[src/rtl/memory_pkg.sv]
// Shared types and defaults for the memory initiator.
// FSM state encoding and datapath/timeout defaults.
package memory_pkg;

    typedef enum logic [1:0] {
        IDLE = 2'd0,
        REQ  = 2'd1,
        RESP = 2'd2,
        ERR  = 2'd3
    } state_t;

    localparam int DATA_WIDTH_DEF = 16;
    localparam int TIMEOUT_DEF    = 255;
    localparam int WAIT_W         = 8;

endpackage

[src/rtl/mem_timeout_counter.sv]
// Wait-cycle counter for an outstanding memory request.
// hit_o flags that this enabled cycle brings the count to the limit.
module mem_timeout_counter
    import memory_pkg::*;
(
    input  logic              clock,
    input  logic              reset,
    input  logic              clear_i,
    input  logic              enable_i,
    input  logic [WAIT_W-1:0] limit_i,
    output logic              hit_o
);

    logic [WAIT_W-1:0] cnt_q;
    logic [WAIT_W-1:0] cnt_d;

    assign cnt_d = cnt_q + WAIT_W'(1);
    assign hit_o = enable_i && (cnt_d == limit_i);

    // Count waiting cycles; cleared when a new request is issued.
    always_ff @(posedge clock or negedge reset) begin
        if (!reset) begin
            cnt_q <= '0;
        end else if (clear_i) begin
            cnt_q <= '0;
        end else if (enable_i) begin
            cnt_q <= cnt_d;
        end
    end

endmodule

[src/rtl/memory_initiator.sv]
// Single-outstanding memory initiator with response buffering,
// burst counting and a sticky timeout error state.
module memory_initiator
    import memory_pkg::*;
#(
    parameter int DATA_WIDTH = DATA_WIDTH_DEF,
    parameter int BURST_LEN  = 8,
    parameter int TIMEOUT    = TIMEOUT_DEF
) (
    input  logic                  clock,
    input  logic                  reset,
    input  logic [DATA_WIDTH-1:0] in_data,
    input  logic                  in_valid,
    output logic                  in_ready,
    output logic [DATA_WIDTH-1:0] mem_a,
    output logic                  mem_enable,
    input  logic [DATA_WIDTH-1:0] mem_q,
    input  logic                  mem_done,
    output logic [DATA_WIDTH-1:0] out_data,
    output logic                  out_valid,
    input  logic                  out_ready,
    output logic [3:0]            count,
    output logic                  burst_done,
    output logic                  error
);

    localparam logic [WAIT_W-1:0] LIMIT = WAIT_W'(TIMEOUT);
    localparam logic [4:0]        BLEN  = 5'(BURST_LEN);

    state_t                state_q;
    logic                  in_ready_q;
    logic                  mem_enable_q;
    logic                  out_valid_q;
    logic                  burst_done_q;
    logic                  error_q;
    logic [DATA_WIDTH-1:0] mem_a_q;
    logic [DATA_WIDTH-1:0] out_data_q;
    logic [3:0]            count_q;
    logic [4:0]            count_d;
    logic                  accept;
    logic                  wait_en;
    logic                  wait_hit;

    assign accept  = (state_q == IDLE) && in_ready_q && in_valid;
    assign wait_en = (state_q == REQ) && !mem_done;
    assign count_d = {1'b0, count_q} + 5'd1;

    mem_timeout_counter u_wait (
        .clock    (clock),
        .reset    (reset),
        .clear_i  (accept),
        .enable_i (wait_en),
        .limit_i  (LIMIT),
        .hit_o    (wait_hit)
    );

    // Transaction FSM with all handshake and status outputs registered.
    always_ff @(posedge clock or negedge reset) begin
        if (!reset) begin
            state_q      <= IDLE;
            in_ready_q   <= 1'b0;
            mem_enable_q <= 1'b0;
            out_valid_q  <= 1'b0;
            burst_done_q <= 1'b0;
            error_q      <= 1'b0;
            mem_a_q      <= '0;
            out_data_q   <= '0;
            count_q      <= '0;
        end else begin
            burst_done_q <= 1'b0;
            unique case (state_q)
                IDLE: begin
                    in_ready_q <= 1'b1;
                    if (accept) begin
                        mem_a_q      <= in_data;
                        in_ready_q   <= 1'b0;
                        mem_enable_q <= 1'b1;
                        state_q      <= REQ;
                    end
                end
                REQ: begin
                    if (mem_done) begin
                        out_data_q   <= mem_q;
                        out_valid_q  <= 1'b1;
                        mem_enable_q <= 1'b0;
                        state_q      <= RESP;
                    end else if (wait_hit) begin
                        mem_enable_q <= 1'b0;
                        error_q      <= 1'b1;
                        state_q      <= ERR;
                    end
                end
                RESP: begin
                    if (out_ready) begin
                        out_valid_q <= 1'b0;
                        in_ready_q  <= 1'b1;
                        state_q     <= IDLE;
                        if (count_d == BLEN) begin
                            count_q      <= '0;
                            burst_done_q <= 1'b1;
                        end else begin
                            count_q <= count_d[3:0];
                        end
                    end
                end
                ERR: begin
                    in_ready_q   <= 1'b0;
                    out_valid_q  <= 1'b0;
                    mem_enable_q <= 1'b0;
                end
                default: state_q <= IDLE;
            endcase
        end
    end

    assign in_ready   = in_ready_q;
    assign mem_a      = mem_a_q;
    assign mem_enable = mem_enable_q;
    assign out_data   = out_data_q;
    assign out_valid  = out_valid_q;
    assign count      = count_q;
    assign burst_done = burst_done_q;
    assign error      = error_q;

endmodule

[config.mk]
export PLATFORM = sky130hd
export DESIGN_NAME = memory_initiator
export DESIGN_NICKNAME = d
export VERILOG_FILES = /design/src/rtl/memory_pkg.sv /design/src/rtl/mem_timeout_counter.sv /design/src/rtl/memory_initiator.sv
export SDC_FILE = /design/constraint.sdc
export NUM_CORES = 1
export LEC_CHECK = 0
export ABC_AREA = 1
export CORE_UTILIZATION = 34
export DETAILED_ROUTE_END_ITERATION = 6
export GPL_ROUTABILITY_DRIVEN = 0
export GPL_TIMING_DRIVEN = 0
export MAX_ROUTING_LAYER = met4
export SYNTH_ARGS = -nofsm -noshare
export SYNTH_HDL_FRONTEND = slang
export SYNTH_HIERARCHICAL = 1
export SYNTH_SLANG_ARGS = --single-unit
[constraint.sdc]
create_clock -name clock -period 1.7 [get_ports clock]
set_input_delay 0.34 -clock clock [delete_from_list [all_inputs] [get_ports clock]]
set_output_delay 0.34 -clock clock [all_outputs]
set_load 0.005 [all_outputs]
== Yosys cells after proc, flatten, opt, wreduce, memory -nomap -nowiden ==
Cells that the tools add are included.

* Register bits after elaboration: 51
* Latch bits: 0
* Memory bits (writable): 0
* ROM bits: 0
* Logic and storage cells: 62
* Memories: 0

* Add/sub/neg operators: 2
* Multiply operators: 0
* Divide/modulo/power cells: 0
* Order comparisons: 0
* Eq/ne operators: 9
* Shifts and indexed selects: 0
* Mux-type cells: 21
* Bitwise logic cells: 1
* Reductions and logical operators: 19

{| class="wikitable"
|+ Operators with widths
! kind !! number
|-
| 2-to-1 mux 8 bit || 2
|-
| nonzero test 3 bit || 4
|-
| 2-to-1 mux 1 bit || 10
|-
| case mux 1 bit (3 select lines) || 3
|-
| AND reduction 3 bit || 3
|-
| adder 8 x 1 -> 8 bit (second input constant) || 1
|-
| == test 8 bit (second input constant) || 1
|-
| 2-to-1 mux 2 bit || 4
|-
| AND reduction 2 bit || 4
|-
| != test 2 bit (second input constant) || 3
|-
| case mux 2 bit (3 select lines) || 1
|-
| adder 4 x 1 -> 5 bit (second input constant) || 1
|-
| == test 5 x 4 -> 1 bit (second input constant) || 1
|-
| == test 2 bit (second input constant) || 2
|-
| logical AND 1 bit || 4
|-
| 2-to-1 mux 4 bit || 1
|-
| AND reduction 4 bit || 1
|-
| != test 3 x 2 -> 1 bit (second input constant) || 1
|-
| == test 2 x 1 -> 1 bit (second input constant) || 1
|-
| logical NOT 2 bit || 1
|-
| nonzero test 2 bit || 1
|-
| logical NOT 1 bit || 1
|-
| NOT 1 bit || 1
|}

== Longest topological paths before layout ==
* Depth after elaboration: 6
* Mapped depth: 16

== By module ==
Netlist, hierarchy kept.

{| class="wikitable"
|+ By module, submodules not included
! module !! times used !! cells an instance !! area each (µm²) !! sequential area each (µm²)
|-
| memory_initiator || 1 || 195 || 1744.2 || 1076.0
|-
| mem_timeout_counter || 1 || 99 || 634.4 || 200.2
|}

== Worst setup path before layout ==
OpenSTA, ideal clock, no wires.

* Path type: register to register
* From: register u_wait.cnt_q[0]
* To: register mem_enable_q (netlist: mem_enable)
* Setup time: 0.120 ns
* Data arrival time: 1.513 ns
* Path slack: 0.067 ns
* Cell stages (with the launch flop): 15
* Path buffers: 0
* Period minus slack after synthesis: 1.633 ns
* Path through: dfrtp_1 ha_1 nand2_1 nor2_2 nand2_1 nand3_1 nand3_1 nor2_1 nand2_1 nor2_1 nor2_1 nand2_1 nand3b_1 nand2_1 nand2_1

* Word-level cells in the longest chain between the ends: 5

{| class="wikitable"
|+ Ends and longest elaborated chain
! element !! RTL line !! source
|-
| start, declared || mem_timeout_counter.sv:14 || <nowiki>logic [WAIT_W-1:0] cnt_q;</nowiki>
|-
| start signal, assigned || mem_timeout_counter.sv:27 || <nowiki>cnt_q <= cnt_d;</nowiki>
|-
| adder 8 x 1 -> 8 bit || mem_timeout_counter.sv:17 || <nowiki>assign cnt_d = cnt_q + WAIT_W'(1);</nowiki>
|-
| == test 8 bit || mem_timeout_counter.sv:18 || <nowiki>assign hit_o = enable_i && (cnt_d == limit_i);</nowiki>
|-
| logical AND 1 bit || mem_timeout_counter.sv:18 ||
|-
| via wait_hit || memory_initiator.sv:42 || <nowiki>logic wait_hit;</nowiki>
|-
| != test 3 x 2 -> 1 bit (no line) || - ||
|-
| AND reduction 3 bit (no line) || - ||
|-
| end signal, assigned || memory_initiator.sv:62 || <nowiki>mem_enable_q <= 1'b0;</nowiki>
|-
| end signal, assigned || memory_initiator.sv:77 || <nowiki>mem_enable_q <= 1'b1;</nowiki>
|-
| end signal, assigned || memory_initiator.sv:85 || <nowiki>mem_enable_q <= 1'b0;</nowiki>
|-
| end, declared || memory_initiator.sv:32 || <nowiki>logic mem_enable_q;</nowiki>
|}

The timed path passes the listed nets, and every way through them passes these cells.
A chain may end at the register's enable or synchronous reset.

== Final worst setup path ==
Same ends and word-level chain as after synthesis.

==> results.yml <==
outcome:
  outcome: "complete, but fails checks"
  violations: "negative setup slack"
floorplan:
  die_area_um2: 7330
  fp-row-count: 30
  start_util: 0.350
  core_area_um2: 6790
  dieWidth_um: 85.6
  fp.dieH_um: 85.6
  io_pins: 78
place:
  hpwl_um: 3980
  dp_cells: 483
  port_buffers: 77
power:
  sw_frac_of_total: 0.361
  switching_power_uw: 1990
  comb_power_share: 0.476
  pwr-share-seq: 0.393
  vdd_ir_drop_max_mv: 0.613
  clkPwrFrac: 0.131
  power_density_nw_per_um2: 1530
  internal_power_uw: 3520
  p_leak_uw: 0.00179
setup_path:
  cp-end-kind: "flip-flop"
  required_ps: 1890
  cp.arrival_ps: 1940
  crit_fanout: 2
  start_kind: "flip-flop"
  path_class: "reg -> reg"
cts:
  cts_buffer_depth: 2
  clkSlewWorstSetupHoldPaths_ps: 90
  htreeDepth: 2
  cts_tree: "built"
  clk_latency_ps: 300
  cts.sink_count: 51
  root_buffer: "clkbuf_8"
  cts_buffers: 5
worst_hold_path:
  hp-class: "reg -> reg"
sta:
  rsz0062_at_grt: "yes"
  fin_crit_sh: 1.03
  hold_viol_final: 0
  setup_ws_ps: -50.0
  finalSetupTns_ps: -50.0
  setup_viol: 1
  layout_min_cycle_time_ps: 1750
  maxSlewViolCount: 0
  fmax_mhz: 571
  fin_skew_ps: 8.66
grt:
  grt_pass1_wl_um: 9120
  grt_util_all_layers: 0.162
  overflow: 0
  grt_antenna_before_repair: 0
  first_global_vias: 2067
  grt_max_degree: 33
synth:
  synth_xor_area_frac: 0.00736
  yosys-top-cells-area: "dfrtp_1, nand2_1, nand3_1, inv_1, nor2_1"
  yosysSeqAreaShare: 0.537
  netlist_area_um2: 2380
  synth_fa_ha_area_frac: 0.0105
  syn_area_per_cell_um2: 8.09
  ys_ff_latch: 51
  synth.mux.area_fraction: 0
  synthCells: 294
  synth_top_area_share: 0.537
  synth_compound_area_frac: 0.0363
  yosys_warnings: 6
  yosys.area_share.simple: 0.349
  synth_top_family_by_area: "simple AND/OR/NAND/NOR gates"
  synth_top_cell_by_area: "dfrtp_1"
  synth_cell_types: 27
cells_and_area:
  final-instance-count-excl-fill: 501
  final_cell_mix: "nand2_1, clkdlybuf4s50_1, dfrtp_1"
  final_nets: 444
  layout-drive-gt1-share: 0.146
  antennaDiodeCount: 0
  syn_to_final_growth_pct: 51.6
  regArea_um2: 1280
  final_common_cell: "nand2_1"
  multi_input_area_um2: 1100
  nFillCells: 657
routing:
  viasPerCell: 4.28
  vias: 2142
  wl_per_cell_um: 11.0
  drt-pass1-iter-count: 7
  wirelength_um: 5530
  postRouteAntennaNets: 0
  drc: 0
  drt_iter0_markers: 75
run:
  cap_violations: 0
[metrics by stage]
stage	instance area [um2]	utilization	power, uW	setup WS, ps	hold WS (ps)
2_1_floorplan	2430	-	3260	67.0	44.4
3_3_place_gp	3330	0.490	4470	-1360	452
3_5_place_dp	3340	0.492	4500	-502	330
4_1_cts	3510	0.517	5380	-77.3	484
5_1_grt	3610	0.531	5950	-183	504
6_report	3610	0.531	5510	-50.0	481
[metal layers]
metal,vias to the layer above,global-route usage,wire length (um)
li1,1115,-,-
met1,961,0.211,2690
met2,61,0.254,2470
met3,5,0.0462,330
met4,0,0.0348,44
met5,-,-,0
[cell usage after synthesis]
library cell / number
buf_6: 1
o22ai_1: 4
dfrtp_1: 51
a31o_2: 1
nand3_2: 3
o21ai_0: 8
o21bai_1: 1
ha_1: 2
nand4_1: 2
inv_2: 3
nor2_8: 1
nor3b_1: 1
a21oi_1: 1
nor2_4: 2
inv_1: 24
nor2_1: 12
and2_1: 1
nand3b_1: 4
buf_2: 1
xnor2_1: 2
inv_4: 1
nand2_1: 140
nor2_2: 3
nand2_2: 2
nand3_1: 20
buf_4: 2
conb_1: 1
[sequential cells by signal, indices dropped and copies added, names as in the netlist]
signal        count
mem_a            16
out_data         16
u_wait/cnt_q      8
count             4
state_q           2
burst_done        1
error             1
in_ready          1
mem_enable        1
out_valid         1
[power groups by stage]
| stage | clock, uW | sequential [uW] | combinational [uW] |
|---|---|---|---|
| after global placement | 0 | 2160 | 2310 |
| after global routing | 804 | 2230 | 2920 |
| after detailed placement | 0 | 2160 | 2340 |
| after CTS | 759 | 2160 | 2470 |
| final | 723 | 2160 | 2620 |
| after floorplan | 0 | 2160 | 1100 |
[logic make-up after synthesis]
family,Yosys count
AND/OR/NAND/NOR,191
flip-flops,51
buffers and inverters,32
AO/OA/AOI/OAI,15
XOR/XNOR,2
adder cells (fa/ha/maj),2
other,1
[worst paths after layout]
path	startpoint	endpoint	slack, ps	depth (start not counted)
max	u_wait/cnt_q[0]	mem_enable	-50	14
min	out_data[5]	out_data[5]	480	2
max reg2reg	u_wait/cnt_q[0]	mem_enable	-50	14
min reg2reg	out_data[5]	out_data[5]	480	2
max in group asynchronous	reset	u_wait/cnt_q[0]	640	3
min in group asynchronous	reset	mem_a[5]	520	2
[worst max-delay path: stages (launching register included)]
cell,delay [ps]
dfrtp_2,440
ha_4,280
inv_2,30
nand2_2,40
nand3_2,50
nor2_2,110
nand3_1,80
nor2_1,100
nand2_1,70
nor2_2,120
nor2_2,60
nand2_1,60
nand3b_1,70
nand2_1,70
nand2_1,50
[layout make-up]
cell class                      count  area share
Buffer                              4     0.00867
Clock buffer                        6      0.0229
Clock inverter                      1     0.00243
Inverter                           28      0.0305
Multi-Input combinational cell    226       0.306
Sequential cell                    51       0.355
Tap cell                           96      0.0333
Timing Repair Buffer               89       0.241
[what timing repair did]
item / CTS / global route
hold buffers: 1 / 0
endpoints found under the hold margin: 2 / 0
endpoints found under the setup margin: 11 / 11
buffers inserted: 5 / 6
pin swaps: 4 / 12
gates resized for setup: 12 / 18
Power figures use the tool's default switching activity.
==> RTL change 1, RTL diff (same flow settings) <==
The package constant `DATA_WIDTH_DEF` goes from 16 to 24.
--- a/src/rtl/memory_pkg.sv
+++ b/src/rtl/memory_pkg.sv
@@ -11,3 +11,3 @@
 
-    localparam int DATA_WIDTH_DEF = 16;
+    localparam int DATA_WIDTH_DEF = 24;
     localparam int TIMEOUT_DEF    = 255;
Ports: changed (resized in_data, mem_a, mem_q and out_data); port bits go from 78 to 110. No check against the original RTL was run, so the function may have changed too.
==> RTL change 1 against the unedited design <==
  * The flow still finishes with violations (setup timing)
  * Routed wire length grew 43%
  * Cell area grew 32%
  * Power rose by 40%
  * Area after synthesis grew 27%
  * Via count increased by 31%
  * Setup slack lost 38 ps
  * Count of clock-buffer cells in the layout is 4 higher
  * Sequential cell count increased by 16
  * Critical endpoint unchanged
==> RTL change 1: results (changes against the unedited design) <==
post-synthesis sequential area ratio - 55.3% (was 53.7%)
met2 GRT Util - 28.3% (was 25.4%)
# fillers - 806 (was 657)
area of the multi-input gates - 1350 sq um (was 1100 sq um)
average wire per standard cell - 12.6 um (was 11.0 um)
largest net degree at the start of global routing - 68 (was 33)
FF+latch count, synth - 67 (was 51)
Final HPWL DP - 5380 um (was 3980 um)
Max rail drop VDD - 0.753 mV (was 0.613 mV)
count of unique library cells instantiated by Yosys - 29 (was 27)
number of global-route vias before repair - 2,621 (was 2,067)
Seq area share - 35.4% (was 35.5%)
Worst Clk Skew - 10.5 ps (was 8.66 ps)
critical path arrival - 2000 ps (was 1940 ps)
Setup-failing EPs final - 2 (was 1)
R2R cell count - 15 (was 14)
Nets - 570 (was 444)
Multi-input comb cells - 278 (was 226)
CP max FO - 5 (was 2)
CTS H-tree depth - 3 (was 2)
post-cts resize count - 17 (was 12)
failing checks - setup timing (unchanged)
number of logic inverters in the finished layout - 26 (was 28)
DRT iter0 DRCs - 81 (was 75)
first-pass GRT wire length - 12,300 um (was 9120 um)
Post-synth top cells - nand2_1, dfrtp_1, nand3_1 (was nand2_1, dfrtp_1, inv_1)
min setup slack post-route - -87.7 ps (was -50.0 ps)
clock latency on the worst-skew pair - 330 ps (was 300 ps)
Setup Buffers After CTS - 7 (was 5)
status - finished, violations left (unchanged)
CLK BUF - 10 (was 6)
synth top area cells - dfrtp_1, nand2_1, nand3_1 (unchanged)
HP Class - primary input to async pin (was register to register)
M1 GR Usage - 23.0% (was 21.1%)
Total GRT Usage - 18.1% (was 16.2%)
Sum Neg Setup Slack - -90.7 ps (was -50.0 ps)
Inserted Clock Buffers - 9 (was 5)
initial antenna violation count - 0 (unchanged)
buffering overhead - 26.6% (was 25.0%)
GR Util met3 - 3.99% (was 4.62%)
PortBufs - 108 (was 77)
Vias/cell - 4.46 (was 4.28)
clock network area share - 4.58% (was 2.53%)
## RTL change 1: cell count changes after synthesis, sizes merged, moves of 2 or more
cell,before,now
clkbuf,0,2
inv,28,26
nand2,142,173
dfrtp,51,67
buf,4,9
nand3,23,44
nor2,18,16
## RTL change 1: stage by stage
stage          hold slack [ps]  instance area (sq um)  power, W  utilization [%]  std cells
2_1_floorplan             44.4                   3090   0.00415                -        382
3_3_place_gp               452                   4300   0.00581             49.6        598
4_1_cts                    137                   4620   0.00754             53.3        621
6_report                  97.9                   4750   0.00769             54.7        628
5_1_grt                    169                   4750   0.00830             54.7        628
3_5_place_dp               457                   4300   0.00587             49.6        598
## RTL change 1: power by group
part           leakage (nW)  total [W]  internal [W]  switching, W
Clock                 0.106    0.00146      0.000829      0.000627
Sequential            0.845    0.00278       0.00230      0.000486
Combinational          1.39    0.00345       0.00192       0.00153
Total                  2.34    0.00769       0.00505       0.00264
## RTL change 1: layer usage
layer / vias up / part of all wire, %
met3: 5 / 5.6
li1: 1432 / -
met1: 1280 / 45
met5: - / 0
met2: 84 / 48
met4: 0 / 0.91
## RTL change 1: worst reg2reg max path, delay by kind of cell (launching register included)
kind	cells	cell delay, ps
simple gates	13	1010
flops	1	430
buf+inv	2	220
## RTL change 1: kinds of logic after synthesis
| family | after synthesis | share of synthesized area [%] |
|---|---|---|
| AND/OR/NAND/NOR | 240 | 34.0 |
| flip-flops | 67 | 55.3 |
| buffers and inverters | 37 | 5.70 |
| AO/OA/AOI/OAI | 18 | 3.43 |
| XOR/XNOR | 2 | 0.578 |
| adder cells (fa/ha/maj) | 2 | 0.826 |
| other | 1 | 0.124 |
==> RTL change 2, RTL diff (same flow settings) <==
Made on the original files. Encoding of `state_t`: now one-hot (4 bits for 4 states).
--- a/src/rtl/memory_pkg.sv
+++ b/src/rtl/memory_pkg.sv
@@ -4,7 +4,7 @@
 
-    typedef enum logic [1:0] {
-        IDLE = 2'd0,
-        REQ  = 2'd1,
-        RESP = 2'd2,
-        ERR  = 2'd3
+    typedef enum logic [3:0] {
+        IDLE = 4'b0001,
+        REQ  = 4'b0010,
+        RESP = 4'b0100,
+        ERR  = 4'b1000
     } state_t;
Function: no difference found for any inputs over 10 cycles, from zero or initial values and one cycle with reset low; not proved beyond that.
==> RTL change 2 against the unedited design <==
  * The flow finishes with violations (DRC, setup timing)
  * Critical endpoint unchanged
  * Cell area grew 4.7%
  * Power is 3.5% lower
  * Sequential cell count up 2
  * Routed wire length up 3.9%
  * Clock power up 41%
  * Setup slack got worse by 110 ps
  * Via count increased by 4.7%
  * Area after synthesis grew 6.9%
  * Critical path type unchanged
==> RTL change 2: results (changes against the unedited design) <==
post-synthesis sequential area ratio - 52.2% (was 53.7%)
clock-pin transition on the worst setup and hold timing paths - 100 ps
worst reg-to-reg setup slack - -160 ps (was -50 ps)
pre-CTS setup slack - -644 ps (was -502 ps)
fraction of layout cells with a size suffix above 1 - 13.1% (was 14.6%)
# diodes - 0 (unchanged)
CP max stage cell - dfrtp_1 (was dfrtp_2)
P_clk - 0.00102 W (was 0.000723 W)
CTS H-tree depth - 2 (unchanged)
largest net degree at the start of global routing - 37 (was 33)
First-pass DRT Iterations - 6 (was 7)
Power Internal - 0.00357 W (was 0.00352 W)
DRT iter0 DRCs - 78 (was 75)
clock buffer depth - 2 (unchanged)
Nets - 464 (was 444)
failing checks - DRC, setup timing (was setup timing)
P_comb - 0.00229 W (was 0.00262 W)
PortBufs - 77 (unchanged)
first-pass GRT wire length - 9780 um (was 9120 um)
status - finished, violations left (unchanged)
average wire per standard cell - 10.9 um (was 11.0 um)
CP max stage delay - 440 ps (about the same)
Post-synth top cells - nand2_1, dfrtp_1, inv_1, nand3_1, nor2_1 (was nand2_1, dfrtp_1, inv_1)
R2R cell count - 16 (was 14)
clock latency on the worst-skew pair - 310 ps
DP Area - 3530 sq um (was 3340 sq um)
yosys warns - 6 (unchanged)
CP Launch Type - register (unchanged)
Leakage Power - 1.92 nW (was 1.79 nW)
CP max FO - 3 (was 2)
Total GRT Usage - 16.6% (was 16.2%)
count of unique library cells instantiated by Yosys - 26 (was 27)
number of global-route vias before repair - 2,157 (was 2,067)
Max rail drop VDD - 0.607 mV (was 0.613 mV)
Final HPWL DP - 4220 um (was 3980 um)
Worst Clk Skew - 7.75 ps (was 8.66 ps)
initial antenna violation count - 0 (unchanged)
critical path arrival - 2070 ps (was 1940 ps)
min setup slack post-route - -162 ps (was -50.0 ps)
synth top area cells - dfrtp_1, nand2_1, nand3_1 (unchanged)
Vias/cell - 4.27 (was 4.28)
R2R Path Start - u_wait/cnt_q[1]$_DFFE_PN0P_ (was u_wait/cnt_q[0]$_DFFE_PN0P_)
DRC violations left - 2 (was 0)
Setup-failing EPs final - 3 (was 1)
==> RTL change 2: cell count changes after synthesis, moves of 2 or more <==
cell / delta
buf_4: -2
buf_6: +3
inv_1: +3
nand2_1: +7
nand2_4: +2
nand3_1: +7
nand3b_1: -2
nand4_1: -2
nor2_1: +2
nor2_4: +2
==> RTL change 2: worst min-delay path by stage <==
stage,start,depth (start not counted),slack (ps),to
6_report,out_data[13]$_DFFE_PN0P_,2,480,out_data[13]$_DFFE_PN0P_
5_1_grt,mem_a[6]$_DFFE_PN0P_,2,500,mem_a[6]$_DFFE_PN0P_
4_1_cts,mem_a[6]$_DFFE_PN0P_,2,480,mem_a[6]$_DFFE_PN0P_
3_5_place_dp,reset,1,300,u_wait/cnt_q[6]$_DFFE_PN0P_
3_3_place_gp,out_data[5]$_DFFE_PN0P_,2,450,out_data[5]$_DFFE_PN0P_
2_1_floorplan,reset,0,40,burst_done$_DFF_PN0_
==> RTL change 2: worst max-delay path, delay by kind of cell, from the launching register on <==
family                   cells  cell delay, ps
flip-flops                   1             440
buffers and inverters        2              90
adder cells (fa/ha/maj)      1             290
AND/OR/NAND/NOR             13             950
==> RTL change 2: metal layers <==
layer | GRT usage (%) | wire length, um
met1 | 21.3 | 2740
met5 | - | 0
met3 | 5.13 | 362
met2 | 25.7 | 2600
met4 | 3.52 | 45
==> RTL change 2: per-stage QoR <==
step	std cells	hold slack (ps)	power, W	util (%)	TNS [ps]
2_1_floorplan	328	44.4	0.00305	-	-1.93
3_3_place_gp	504	454	0.00416	48.4	-79690
3_5_place_dp	505	298	0.00419	48.6	-4370
4_1_cts	520	482	0.00528	51.3	-334
5_1_grt	525	501	0.00572	52.0	-953
6_report	525	476	0.00532	52.0	-319
==> RTL change 2: cells by family after synthesis <==
| group | Yosys count | synth area share, % |
|---|---|---|
| and+or+nand+nor | 207 | 36.5 |
| buffers and inverters | 35 | 6.64 |
| adders and majority gates | 2 | 0.984 |
| other | 1 | 0.147 |
| AOI/OAI and AO/OA | 13 | 2.85 |
| DFF | 53 | 52.2 |
| xor gates and xnor gates | 2 | 0.689 |
==> RTL change 2: what timing repair did <==
action,4_1_cts,5_1_grt
setup buffers,6,5
hold buffers,1,0
gates resized for setup,5,4
gates cloned,0,0
hold endpoints to repair,17,0
endpoints found under the setup margin,13,13
pin swaps,3,2
==> RTL change 2: layout make-up <==
| type | count | area (sq um) |
|---|---|---|
| fill | 717 | 3480 |
| sequential | 53 | 1330 |
| multi-input combinational | 240 | 1140 |
| timing repair buffer | 90 | 878 |
| inverter | 31 | 124 |
| tap | 99 | 124 |
| clock buffer | 5 | 68.8 |
| clock inverter | 3 | 65.1 |
| buffer | 4 | 45.0 |
